<file path="config.mk">
export PLATFORM = sky130hd
export DESIGN_NAME = stopwatch_ctrl
export DESIGN_NICKNAME = d
export VERILOG_FILES = /design/src/rtl/stopwatch_ctrl_pkg.sv /design/src/rtl/stopwatch_ctrl_bcd_mod60.sv /design/src/rtl/stopwatch_ctrl.sv
export SDC_FILE = /design/constraint.sdc
export NUM_CORES = 1
export LEC_CHECK = 0
export ABC_AREA = 1
export BUFFER_PORTS_ARGS = -buffer_cell sky130_fd_sc_hd__buf_4
export CORE_MARGIN = 4
export CORE_UTILIZATION = 65
export CTS_BUF_LIST = sky130_fd_sc_hd__clkbuf_2 sky130_fd_sc_hd__clkbuf_4 sky130_fd_sc_hd__clkbuf_8
export CTS_CLUSTER_SIZE = 28
export DETAILED_ROUTE_END_ITERATION = 12
export PLACE_DENSITY = 0.95
export SLEW_MARGIN = 10
export SYNTH_ARGS = -nofsm -noshare
export SYNTH_HDL_FRONTEND = slang
export SYNTH_SLANG_ARGS = --single-unit
</file>
<file path="constraint.sdc">
create_clock -name clk -period 3.2 [get_ports clk]
set_input_delay 0 -clock clk [delete_from_list [all_inputs] [get_ports clk]]
set_output_delay 0 -clock clk [all_outputs]
set_load 0.03 [all_outputs]
</file>
<file path="src/rtl/stopwatch_ctrl_pkg.sv">
// Shared definitions for the mm:ss stopwatch controller: FSM state
// encoding, BCD digit limits and a small helper for the mod-60 stages.
package stopwatch_ctrl_pkg;

  // 2'd3 is left unused; the controller treats it as illegal and returns to IDLE.
  typedef enum logic [1:0] {
    ST_IDLE  = 2'd0,
    ST_RUN   = 2'd1,
    ST_PAUSE = 2'd2
  } state_t;

  localparam logic [3:0] BCD_UNITS_MAX = 4'd9;
  localparam logic [3:0] BCD_TENS_MAX  = 4'd5;

  // True when a BCD pair reads 59, the last value before a mod-60 wrap.
  function automatic logic bcd_at_max(input logic [3:0] ones, input logic [3:0] tens);
    return (ones == BCD_UNITS_MAX) && (tens == BCD_TENS_MAX);
  endfunction

endpackage

</file>
<file path="src/rtl/stopwatch_ctrl_bcd_mod60.sv">
// One BCD mod-60 stage (00..59). Two of these are chained so the seconds
// carry-out advances the minutes stage in the same clock edge.
module bcd_mod60
  import stopwatch_ctrl_pkg::*;
(
  input  logic       clk,
  input  logic       rst,
  input  logic       inc,
  input  logic       clr,
  output logic [3:0] ones,
  output logic [3:0] tens,
  output logic       co
);

  // Carry is combinational so the next stage increments on the same edge as the wrap.
  always_comb begin
    co = inc && bcd_at_max(ones, tens);
  end

  // BCD increment: units roll 9->0 into tens, tens roll 5->0 back to 00.
  always_ff @(posedge clk or negedge rst) begin
    if (!rst) begin
      ones <= 4'd0;
      tens <= 4'd0;
    end else if (clr) begin
      ones <= 4'd0;
      tens <= 4'd0;
    end else if (inc) begin
      if (ones == BCD_UNITS_MAX) begin
        ones <= 4'd0;
        if (tens == BCD_TENS_MAX) begin
          tens <= 4'd0;
        end else begin
          tens <= tens + 4'd1;
        end
      end else begin
        ones <= ones + 4'd1;
      end
    end
  end

endmodule

</file>
<file path="src/rtl/stopwatch_ctrl.sv">
// mm:ss stopwatch controller. Owns the run/pause/idle FSM, the tick
// prescaler, the lap-freeze flag, the sticky overflow flag and the
// registered display digits fed to the 7-segment driver.
module stopwatch_ctrl
  import stopwatch_ctrl_pkg::*;
#(
  parameter int unsigned DIV = 50
) (
  input  logic       clk,
  input  logic       rst,
  input  logic       start_stop,
  input  logic       clr,
  input  logic       lap,
  output logic [3:0] sec_ones,
  output logic [3:0] sec_tens,
  output logic [3:0] min_ones,
  output logic [3:0] min_tens,
  output logic       running,
  output logic       frozen,
  output logic       overflow
);

  localparam int unsigned PW = (DIV > 2) ? $clog2(DIV) : 1;
  localparam logic [PW-1:0] PRESC_LAST = PW'(DIV - 1);

  state_t        state;
  logic [PW-1:0] presc;
  logic          tick;

  logic [3:0] live_sec_ones;
  logic [3:0] live_sec_tens;
  logic [3:0] live_min_ones;
  logic [3:0] live_min_tens;
  logic       sec_co;
  logic       min_co;

  // A tick fires on the last prescaler phase of a RUN cycle, even if start_stop pauses on that edge.
  always_comb begin
    tick = (state == ST_RUN) && (presc == PRESC_LAST);
  end

  bcd_mod60 u_seconds (
    .clk  (clk),
    .rst  (rst),
    .inc  (tick),
    .clr  (clr),
    .ones (live_sec_ones),
    .tens (live_sec_tens),
    .co   (sec_co)
  );

  bcd_mod60 u_minutes (
    .clk  (clk),
    .rst  (rst),
    .inc  (sec_co),
    .clr  (clr),
    .ones (live_min_ones),
    .tens (live_min_tens),
    .co   (min_co)
  );

  // Control FSM with prescaler and lap flag; clr beats start_stop beats lap, losers are dropped.
  always_ff @(posedge clk or negedge rst) begin
    if (!rst) begin
      state   <= ST_IDLE;
      presc   <= '0;
      running <= 1'b0;
      frozen  <= 1'b0;
    end else if (clr) begin
      state   <= ST_IDLE;
      presc   <= '0;
      running <= 1'b0;
      frozen  <= 1'b0;
    end else begin
      case (state)
        ST_IDLE: begin
          presc <= '0;
          if (start_stop) begin
            state   <= ST_RUN;
            running <= 1'b1;
          end
        end
        ST_RUN: begin
          presc <= tick ? '0 : presc + PW'(1);
          if (start_stop) begin
            state   <= ST_PAUSE;
            running <= 1'b0;
          end else if (lap) begin
            frozen <= ~frozen;
          end
        end
        ST_PAUSE: begin
          if (start_stop) begin
            state   <= ST_RUN;
            running <= 1'b1;
          end else if (lap) begin
            frozen <= ~frozen;
          end
        end
        default: begin
          state   <= ST_IDLE;
          presc   <= '0;
          running <= 1'b0;
          frozen  <= 1'b0;
        end
      endcase
    end
  end

  // Sticky overflow, set when the minutes stage wraps 59 -> 00.
  always_ff @(posedge clk or negedge rst) begin
    if (!rst) begin
      overflow <= 1'b0;
    end else if (clr) begin
      overflow <= 1'b0;
    end else if (min_co) begin
      overflow <= 1'b1;
    end
  end

  // Display digits trail the live count by one cycle and hold while a lap freeze is active.
  always_ff @(posedge clk or negedge rst) begin
    if (!rst) begin
      sec_ones <= 4'd0;
      sec_tens <= 4'd0;
      min_ones <= 4'd0;
      min_tens <= 4'd0;
    end else if (clr) begin
      sec_ones <= 4'd0;
      sec_tens <= 4'd0;
      min_ones <= 4'd0;
      min_tens <= 4'd0;
    end else if (!frozen) begin
      sec_ones <= live_sec_ones;
      sec_tens <= live_sec_tens;
      min_ones <= live_min_ones;
      min_tens <= live_min_tens;
    end
  end

endmodule

</file>
Word level (Yosys, flattened, before mapping):

Cells that the tools add are included.
Widths: inputs -> output; s select.

* flip-flop bits (word level): 43
* bits in writable memories: 0
* memory bits (read-only): 0
* bits of input ports: 5
* latch bits: 0
* memories: 0

* equal/unequal tests: 14
* reduce and logical (&&, ||, !) cells: 17
* shifts and indexed selects: 0
* $add $sub $neg: 5
* div/mod/pow operators: 0
* bitwise operators: 1
* $lt $le $gt $ge: 0
* multipliers: 0
* multiplexer cells: 39

Operators by type and width (count)
* $mux 4: 22
* $add 4x1->4 const B: 4
* $mux 6: 2
* $pmux 6 s2: 1
* $reduce_bool 2->1: 5
* $eq 4x3->1 const B: 2
* $eq 4x4->1 const B: 2
* $mux 1: 8
* $add 6x1->6 const B: 1
* $eq 6x6->1 const B: 1
* $mux 2: 3
* $ne 2x2->1 const B: 3
* $ne 3x1->1 const B: 2
* $reduce_and 2->1: 3
* $logic_and 1x1->1: 5
* $pmux 1 s2: 2
* $pmux 2 s2: 1
* $reduce_or 2->1: 2
* $ne 3x2->1 const B: 1
* $ne 3x3->1 const B: 1
* $reduce_and 3->1: 1
* $eq 2x1->1 const B: 1
* $eq 2x2->1 const B: 1
* $logic_not 2->1: 1
* $not 1->1: 1

Longest topological paths before layout:

* depth after elaboration: 6
* gate-level depth with buffers: 9
* gate-level depth less buffers: 9

Hierarchy:

A second synthesis with hierarchy kept.

* cell total of the unflattened synthesis: 298
* area, all modules: 2412.3 µm²

Modules (own cells, without submodules)
* stopwatch_ctrl: seq. area each 650.6 µm², cells an instance 152, instances 1, area an instance 1356.3 µm²
* bcd_mod60: seq. area each 200.2 µm², cells an instance 73, instances 2, area an instance 528.0 µm²

Least setup slack after synthesis:

OpenSTA, ideal clock, no wires.

* path kind: register to register
* start: reg state[0]
* end: reg u_seconds.tens[0]
* path buffers: 0
* cell stages (with the launch flop): 9
* data required time: 3.082 ns
* period minus slack after synthesis: 1.458 ns
* setup time: 0.118 ns
* arrival time: 1.340 ns
* path slack: 1.742 ns
* cell sequence: dfrtp_1 ha_1 nand2_1 inv_1 nand3_4 nand2_4 nand2_4 nand2_1 o21ai_2

* cells in the longest elaborated chain, start to end: 4

RTL lines
* from (decl): RTL line stopwatch_ctrl.sv:26 `state_t state;`
* from (signal assigned): RTL line stopwatch_ctrl.sv:65 `state <= ST_IDLE;`
* from (signal assigned): RTL line stopwatch_ctrl.sv:70 `state <= ST_IDLE;`
* from (signal assigned): RTL line stopwatch_ctrl.sv:79 `state <= ST_RUN;`
* $eq 2x1->1: RTL line stopwatch_ctrl.sv:39 `tick = (state == ST_RUN) && (presc == PRESC_LAST);`
* $logic_and 1x1->1: RTL line stopwatch_ctrl.sv:39
* $reduce_bool 2->1 (no line)
* $reduce_and 2->1 (no line)
* to (signal assigned): RTL line stopwatch_ctrl_bcd_mod60.sv:34 `tens <= tens + 4'd1;`
* to (decl): RTL line stopwatch_ctrl_bcd_mod60.sv:11 `output logic [3:0] tens,`

No other way between the ends.
A chain may end at the register's enable or synchronous reset.

Final worst setup path:

* start: reg state[1]
* end: reg u_minutes.tens[2]

* cells in the longest elaborated chain, start to end: 5

RTL lines
* $eq 2x1->1: RTL line stopwatch_ctrl.sv:39
* $logic_and 1x1->1: RTL line stopwatch_ctrl.sv:39
* $logic_and 1x1->1: RTL line stopwatch_ctrl_bcd_mod60.sv:17 `co = inc && bcd_at_max(ones, tens);`
* $reduce_bool 2->1 (no line)
* $reduce_and 2->1 (no line)
* to (signal assigned): RTL line stopwatch_ctrl_bcd_mod60.sv:34
* to (decl): RTL line stopwatch_ctrl_bcd_mod60.sv:11

No other way between the ends.

==> out/metrics.cfg <==
[global_routing]
overflow=0
met3_usage=0.0449
grt_max_degree=43
grt_use_met1=0.295
grt_pass1_wl_um=7680
grtUsageMet2=0.363
antenna_found_initial=0
global_route.usage.total=0.226
grt_pass1_vias=1716
grt.busiest_layer=met2

[pwr]
total_leakage_power_nw=1.31
ir_drop_v=0.000249
power_density_mw_per_mm2=394

[timing]
slew_viol_final=0
fmax_mhz=652
min_period_ns=1.53
setup_viol=0
tns_ns=0
grt_setup_unrepaired=false
timing.final.crit_share=0.479
worst_slew_pin_slew_ns=0.632
hold_violations=0
skew_ns=0.00823
slew_headroom=0.579

[critical_path]
crit_type=reg -> reg
path_depth=8
crit_family=simple AND/OR/NAND/NOR gates
reg2reg_to=u_minutes.tens[2]
arrival_ns=1.83
reg2reg_from=state[1]
cp-end-kind=register
cp-endpoint=u_minutes.tens[2]
cpPeakStageDelay_ns=0.39
r2r_setup_slack_ns=1.67
crit_start=state[1]
cp_max_fo=8
critical_path_buf_inv_count=2
critPathLaunchType=register
path_cells=inv_1, ha_1, nand2_1, inv_1, nand3_4, nor2_8, nand4_1, nand2_1
slowest_stage=dfrtp_1
r2r_cells=8
required_ns=3.50

[final_layout]
fill_cells=259
nets=307
finalNonFillerCells=337
drive_above_1_share=0.175
syn2layout_area_growth_pct=11.3
fin_util=0.754
num_antenna_cells=0

[route]
drc=0
vias=1840
viasPerCell=5.46
dr.pass1.iters=4
wl_um=4440
detail_route.wl_per_cell_um=13.2
drt-initial-drc-count=140
ant_nets=0

[logic_synthesis]
ys_async_sr_fraction=1.00
syn_area_mm2=0.00228
synthDistinctLibCells=30
avgSynthCellArea_um2=8.57
yosysMostFrequentCell=nand2_1
syn_inst=266
yosys-top-cells-area=dfrtp_1 (46%), nand3_1 (8.1%), nand2_1 (7.2%)
yosysSeqAreaShare=0.461
ys_seq_elements=42
ys_top_cells_by_count=nand2_1 (44), dfrtp_1 (42), nand3_1 (37), inv_1 (32), nor2_1 (26)
synth_top_area_frac=0.461
syn_nets=282
yosysTopAreaCell=dfrtp_1
synth_flop_cell=dfrtp_1
synth-warning-count=0
synth-edff-count=0

[outcome]
outcome=complete, no violations

[placed_design]
dp.final_hpwl_um=3200
finalWeightedCongestion=0.842
port_buffers=23
placed_cells=327

[floorplanning]
ios=24
dieArea_mm2=0.00452
fp.dieW_um=67.2
rows=21
die_y_um=67.2
placeableCoreArea_mm2=0.00336
initial_core_util=0.677

[min_path]
hp-class=in -> reg

[run]
cap_violations=0

[cts]
cts_made_buffers=5
cts_max_path_buffers=2
path_clk_slew_ns=0.12
cts_resized=0
clock-root-buffer=clkbuf_4
cts-htree-levels=2
clock_latency_ns=0.35
cts.sinks=42
postCtsSetupBuffers=0
cts_tree=yes

metal layers:
layer | part of all wire | up-vias
met5 | 0 | -
met4 | 0.027 | 0
met3 | 0.060 | 15
met2 | 0.49 | 63
met1 | 0.43 | 851
li1 | - | 911
logic make-up after synthesis:
| group | share of synthesized area |
|---|---|
| simple gates | 0.275 |
| flops | 0.461 |
| fa+ha+maj | 0.0604 |
| buf+inv | 0.0846 |
| compound gates | 0.0923 |
| xor+xnor | 0.0269 |
placed cells by master (no fill, tap or decap), types with 4 or more instances in the layout:
cell type / synthesis / routed
nand3_1: 37 / 37
xor2_1: 4 / 4
nand4_1: 6 / 6
ha_1: 11 / 11
inv_1: 32 / 32
nand2_1: 44 / 44
clkbuf_4: 0 / 7
buf_4: 0 / 23
o21ai_0: 23 / 23
dfrtp_1: 42 / 42
nor2_1: 26 / 26
how the worst min path moves through the flow:
stage | from | end | cells past startpoint
after floorplan | rst | frozen | 0
after global placement | rst | u_minutes.tens[3] | 1
after detailed placement | rst | min_tens[2] | 1
after CTS | lap | frozen | 5
after global routing | lap | frozen | 5
final | lap | frozen | 5
worst min-delay path, delay by kind of cell:
kind                   cells  cell delay, ns
buffers and inverters      1            0.11
AO/OA/AOI/OAI              2            0.14
AND/OR/NAND/NOR            2            0.12
flip-flops by register name, summed over array words and instances, names as in the netlist:
signal,count
u_minutes.ones,4
frozen,1
sec_ones,4
min_ones,4
u_seconds.ones,4
min_tens,4
u_minutes.tens,4
u_seconds.tens,4
overflow,1
presc,6
state,2
sec_tens,4
power by group:
part / switching [W] / total [W] / leakage (nW) / internal [W]
clock network: 0.000157 / 0.000257 / 0.0322 / 0.000100
logic: 0.000105 / 0.000155 / 0.700 / 0.0000502
registers: 0.0000363 / 0.000587 / 0.580 / 0.000551
total: 0.000298 / 0.00100 / 1.31 / 0.000701
through the flow:
stage	worst slack (ns)	cell area, µm²	total power [W]	hold WS [ns]
3_5_place_dp	1.66	2450	0.000750	0.00905
6_report	1.67	2530	0.00100	0.0399
2_1_floorplan	1.74	2280	0.000699	-0.296
3_3_place_gp	1.75	2450	0.000742	0.00651
5_1_grt	1.52	2530	0.00105	0.0409
4_1_cts	1.67	2530	0.00100	0.0327
repair_timing:
| item | 4_1_cts | 5_1_grt |
|---|---|---|
| endpoints found under the setup margin | 0 | 0 |
| hold buffers | 3 | 0 |
| endpoints found under the hold margin | 48 | 0 |
area by class of cell:
cell class / count / area (µm²) / area share
inverters: 35 / 136 / 0.0538
repair buffers: 26 / 203 / 0.0800
well taps: 46 / 57.6 / 0.0227
multi-input cells: 181 / 1030 / 0.408
clock buffers: 7 / 52.6 / 0.0207
flip-flops and latches: 42 / 1050 / 0.415
Power figures use the tool's default switching activity.
